## config.mk

```make
export PLATFORM = sky130hd
export DESIGN_NAME = median3_unit
export DESIGN_NICKNAME = d
export VERILOG_FILES = /design/src/rtl/median3_unit.sv
export SDC_FILE = /design/constraint.sdc
export NUM_CORES = 1
export LEC_CHECK = 0
export CORE_MARGIN = 2
export CORE_UTILIZATION = 50
export CTS_CLUSTER_SIZE = 10
export DETAILED_ROUTE_END_ITERATION = 7
export PLACE_DENSITY = 0.78
export REMOVE_ABC_BUFFERS = 1
export SYNTH_ARGS = -nofsm -noshare
export SYNTH_HDL_FRONTEND = slang
export SYNTH_SLANG_ARGS = --single-unit
export TNS_END_PERCENT = 1
```

## constraint.sdc

```tcl
create_clock -name clk -period 9.2 [get_ports clk]
set_clock_uncertainty 0.1 [all_clocks]
set_input_delay 2.3 -clock clk [delete_from_list [all_inputs] [get_ports clk]]
set_output_delay 2.3 -clock clk [all_outputs]
set_load 0.005 [all_outputs]
```

## src/rtl/median3_unit.sv

```systemverilog
// Pipelined median-of-three filter: two-stage datapath, fill/run state tracking
// and a saturating count of accepted samples.
module median3_unit #(
    parameter int unsigned WIDTH     = 32,
    parameter int unsigned CNT_WIDTH = 32
) (
    input  logic                 clk,
    input  logic                 rst,
    input  logic                 rst_n,
    input  logic [WIDTH-1:0]     word0,
    input  logic [WIDTH-1:0]     word1,
    input  logic [WIDTH-1:0]     word2,
    output logic [WIDTH-1:0]     median_word,
    output logic                 median_valid,
    output logic [CNT_WIDTH-1:0] sample_count,
    output logic                 busy
);

    typedef enum logic [1:0] {
        IDLE = 2'd0,
        FILL = 2'd1,
        RUN  = 2'd2
    } state_t;

    state_t state_q;
    state_t state_d;

    logic             clear;
    logic [WIDTH-1:0] lo_q;
    logic [WIDTH-1:0] hi_q;
    logic [WIDTH-1:0] w2_q;
    logic             v1_q;

    logic [WIDTH-1:0] lo_d;
    logic [WIDTH-1:0] hi_d;
    logic [WIDTH-1:0] min_hw2;
    logic [WIDTH-1:0] median_d;

    // Either reset source clears the whole unit; rst simply wins when both are active.
    assign clear = rst | ~rst_n;

    // Stage-1 sort of the first two words, stage-2 median selection.
    always_comb begin
        lo_d     = (word0 < word1) ? word0 : word1;
        hi_d     = (word0 < word1) ? word1 : word0;
        min_hw2  = (hi_q < w2_q) ? hi_q : w2_q;
        median_d = (lo_q > min_hw2) ? lo_q : min_hw2;
    end

    // Next-state logic.
    always_comb begin
        state_d = state_q;
        if (clear) begin
            state_d = IDLE;
        end else begin
            case (state_q)
                IDLE:    state_d = FILL;
                FILL:    state_d = RUN;
                RUN:     state_d = RUN;
                default: state_d = IDLE;
            endcase
        end
    end

    always_ff @(posedge clk) begin
        state_q <= state_d;
    end

    // Datapath, counter and status registers.
    always_ff @(posedge clk) begin
        if (clear) begin
            lo_q         <= '0;
            hi_q         <= '0;
            w2_q         <= '0;
            v1_q         <= 1'b0;
            median_word  <= '0;
            median_valid <= 1'b0;
            sample_count <= '0;
            busy         <= 1'b0;
        end else begin
            lo_q         <= lo_d;
            hi_q         <= hi_d;
            w2_q         <= word2;
            v1_q         <= 1'b1;
            median_word  <= median_d;
            median_valid <= v1_q;
            busy         <= (state_d != IDLE);
            if (sample_count != {CNT_WIDTH{1'b1}}) begin
                sample_count <= sample_count + CNT_WIDTH'(1);
            end
        end
    end

endmodule
```

======== After elaboration in Yosys (flattened, before gate mapping) ========
Index checks and enable logic that the tools add are counted.
storage, ports and cells
  input port bits ......................... 99
  flip-flop bits (word level) ............. 165
  word-level logic and storage cells ...... 28
cells by class
  $add $sub $neg .......................... 1
  eq/ne operators ......................... 3
  reductions and logical operators ........ 3
  order comparisons ....................... 3
  multiplexer cells ....................... 7
  bitwise gates (word level) .............. 2
operators by type and width
  operator                                                          number
  32-bit 2-to-1 mux                                                 4
  32-bit < comparator                                               2
  32-bit by 1-bit adder with 32-bit output (second input constant)  1
  32-bit > comparator                                               1
  32-bit != test (second input constant)                            1
  2-bit one-hot mux with 2 select lines                             1
  2-bit by 1-bit == test with 1-bit output (second input constant)  1
  2-bit == test (second input constant)                             1
  2-bit logical NOT                                                 1
  2-bit 2-to-1 mux                                                  1
  2-bit nonzero test                                                1
  2-bit OR reduction                                                1
  1-bit 2-to-1 mux                                                  1
  1-bit NOT                                                         1
  1-bit bitwise OR                                                  1

======== Logic depth before layout (Yosys ltp) ========
  depth in word-level cells ............... 5
  depth in mapped cells ................... 19
  depth with buffers taken out ............ 17

======== Least setup slack after synthesis ========
Ideal clock, no wire load.
  path type ............................... input-to-reg
  start ................................... input word1[1]
  end ..................................... register hi_q[0]
  arrival ................................. 3.899 ns
  path buffers ............................ 2
  slack ................................... 5.081 ns
  setup time .............................. 0.120 ns
  required time ........................... 8.980 ns
  stages on the path ...................... 10
  cells stage by stage .................... inv_1 -> ha_1 -> a2111oi_0 -> o211ai_1 -> a211oi_1 -> o21a_1 -> o211ai_1 -> buf_4 -> buf_6 -> mux2i_1
between the ends
  longest elaborated chain between the ends .. 2
RTL lines
  item                    line  source
  start: declaration      11    input logic [WIDTH-1:0] word1,
  32-bit < comparator     45    hi_d = (word0 < word1) ? word1 : word0;
  32-bit 2-to-1 mux       45
  end signal: assignment  82    hi_q <= hi_d;
  end: declaration        30    logic [WIDTH-1:0] hi_q;
Every way passes these cells.
A chain may end at the register's enable or synchronous reset.

======== Worst setup path after layout ========
  start ................................... register w2_q[10]
  end ..................................... register median_word[7]
between the ends
  longest elaborated chain between the ends .. 4
RTL lines
  item                      line  source
  start: declaration        31    logic [WIDTH-1:0] w2_q;
  start signal: assignment  83    w2_q <= word2;
  32-bit < comparator       46    min_hw2 = (hi_q < w2_q) ? hi_q : w2_q;
  32-bit 2-to-1 mux (*)     46
  32-bit > comparator       47    median_d = (lo_q > min_hw2) ? lo_q : min_hw2;
  32-bit 2-to-1 mux (*)     47
  end signal: assignment    85    median_word <= median_d;
  end: declaration          13    output logic [WIDTH-1:0] median_word,
Every way passes the cells marked *; elsewhere a longest branch is shown, timed or not.

==> results.md <==
* Outcome: complete, no violations
* Period utilization at 0.624
* CTS tree: yes
* FFs w/ async S/R, synth at 0
* Vias per inst at 5.29
* DP HPWL at 14.4 mm
* Num CTS Buffers at 17
* DIE HEIGHT at 134 µm
* Top-Level Pins at 165
* Row cnt at 47
* Cells after Synth at 898
* Max_cap viols at 0
* Routed length per placed instance at 14.9 µm
* Most common cell in the netlist: dfxtp_1
* Avg Cell Area, Syn at 9.42 µm²
* Mapped Area at 0.00846 mm²
* Top cells by area, synth: dfxtp_1 (39%), ha_1 (14%), mux2i_1 (11%), nand2_1 (4.0%), inv_1 (3.1%)
* Via Count at 6786
* # setup viols final at 0
* Data required, critical path at 9.45 ns
* Crit path kind: reg -> reg
* Placer Congestion at 0.836
* Share of layout cells above drive strength 1 at 0.0658
* Cts hold-fix bufs at 0
* Leading area contributor after synthesis: dfxtp_1
* RSZ-0062 raised after global routing: false
* Max-slew violation count at 0
* Largest net degree at the start of global routing at 105
* Utilization after layout at 0.646
* Setup Buffers After CTS at 0
* Die area at 0.0180 mm²
* Crit-path max FO at 64
* Initial antenna violation count at 0
* Fin. Hold Viols at 0
* Hold Path Class: reg -> reg
* Relative slew slack at 0.286
* Pwr dens at 174 mW/mm²
* Global-route wire length before repair at 30.5 mm
* Critical path endpoint category: flip-flop
* Seq cells post-synth at 165
* # diodes at 0
* Input/output buffers at 164
* Post-Place Cells at 1252
* Fin cells at 1284
* CP Launch Type: flip-flop
* Initial DRC count at 369
* Crit path time final at 5.74 ns
* Clock sink count at 165
* YS warnings at 0
* Top cell type's share of synthesized area at 0.390
* Leak Pwr at 0.00445 µW
* Worst-Skew Late Latency at 0.43 ns
* Distinct cells, synth at 45
* Vias in the first global route at 6446
* Area growth syn-to-layout at 26.5%
* Worst VDD drop at 0.000194 V
* Nets at 1246
* Setup TNS at 0 ns
* Drt pass-1 iters at 5
* Tightest Pin Transition at 1.07 ns
* Core area at 0.0166 mm²
* GRT Resource Usage Total at 0.212
* Die width at 134 µm
* Top cells by count, synth: dfxtp_1 (165), mux2i_1 (97), ha_1 (96), nand2_1 (91), inv_1 (70)
* Post-DRT Antenna Nets at 0
* Register area share after synthesis at 0.390
* Initial cell density of the core at 0.510
* Post-synth EDFFs at 0
* Clk root buf: clkbuf_16
* Max H-tree Level at 4
* Global route overflow at 0
* Routed wire length at 19.1 mm
* Post-cts gate resize count at 0
* Prevailing post-synth register cell: dfxtp_1
* # DRC at 0
* Clock Path Buffers at 2
* Clock-pin slew on the worst setup and hold paths at 0.06 ns
* FMAX at 174 MHz
* WP data arrival at 5.99 ns
[stage by stage]
step / hold slack (ns) / setup WS, ns / instance area (µm²) / total power, µW
6_report: 0.325 / 3.46 / 10700 / 1870
5_1_grt: 0.350 / 2.94 / 10700 / 1950
4_1_cts: 0.329 / 3.49 / 10700 / 1870
3_5_place_dp: 0.314 / 3.52 / 10200 / 1230
3_3_place_gp: 0.314 / 3.61 / 10200 / 1220
2_1_floorplan: 0.306 / 1.08 / 8220 / 1080
[power breakdown]
| group | switching, µW | internal (µW) | total [µW] |
|---|---|---|---|
| clock network | 297 | 347 | 644 |
| logic | 236 | 202 | 439 |
| registers | 22.8 | 761 | 784 |
[final timing paths]
check / from / endpoint / slack (ns) / cells after the start
max: w2_q[10] / median_word[7] / 3.46 / 18
max reg2reg: w2_q[10] / median_word[7] / 3.46 / 18
min reg2reg: v1_q / median_valid / 0.33 / 1
min: v1_q / median_valid / 0.33 / 1
[cell families (layout without fill, tap and decap cells)]
kind of cell | after synthesis | after routing | synth area share
xor gates and xnor gates | 20 | 20 | 0.0207
muxes | 97 | 97 | 0.115
DFF | 165 | 165 | 0.390
adders and majority gates | 96 | 96 | 0.142
and+or+nand+nor | 250 | 250 | 0.149
AOI/OAI and AO/OA | 165 | 165 | 0.123
buffers and inverters | 105 | 271 | 0.0599
[area by class of cell]
cell class	instances	area [µm²]
clock inverters	13	101
well taps	220	275
fillers	1355	5880
repair buffers	169	1680
clock buffers	19	433
multi-input cells	628	4650
flip-flops and latches	165	3300
inverters	70	264
[worst max-delay path: stages (launching register included)]
cell	delay, ns
dfxtp_1	0.33
inv_1	0.04
ha_1	0.30
and3_1	0.18
a211oi_1	0.31
nor3b_1	0.32
a2111oi_2	0.15
nor3_4	0.68
buf_4	0.49
mux2i_1	0.33
ha_1	0.22
nand4_1	0.17
or4_4	0.60
nor4_2	0.16
o22ai_1	0.15
nor2_4	0.12
buf_4	0.65
o21ai_1	0.16
a21oi_2	0.17
[registers in the layout (all words and copies together) (netlist names)]
| register | cells |
|---|---|
| hi_q | 32 |
| median_word | 32 |
| w2_q | 32 |
| lo_q | 32 |
| v1_q | 1 |
| busy | 1 |
| sample_count | 32 |
| state_q | 2 |
| median_valid | 1 |
[per-layer routing]
metal | routed length, µm | vias up | track usage
met5 | 0 | - | 0
met4 | 269 | 0 | 0.0596
met3 | 964 | 21 | 0.0442
met2 | 9250 | 190 | 0.369
met1 | 8640 | 3130 | 0.268
li1 | - | 3445 | -
[cell usage in the layout, fill, tap and decap left out, drive strengths merged, types with 3 or more instances in the layout]
cell type      netlist  routed
nand2b               3       3
a211oi               4       4
nand3               17      17
nand4               26      26
o21ai               57      57
inv                 70      73
a21o                14      14
buf                 17       5
a31oi                3       3
xor2                 7       7
nor3                 6       6
nand2               91      91
nor2b                3       3
clkinvlp             0       7
or3                  9       9
xnor2               13      13
nor2                41      41
clkdlybuf4s50        0     164
and3                 5       5
and4                 5       5
a21oi               69      69
clkbuf              18      19
clkinv               0       3
a221oi               4       4
and2                36      36
mux2i               97      97
ha                  96      96
or2                  3       3
dfxtp              165     165
o211ai               5       5
Power figures use the tool's default switching activity.
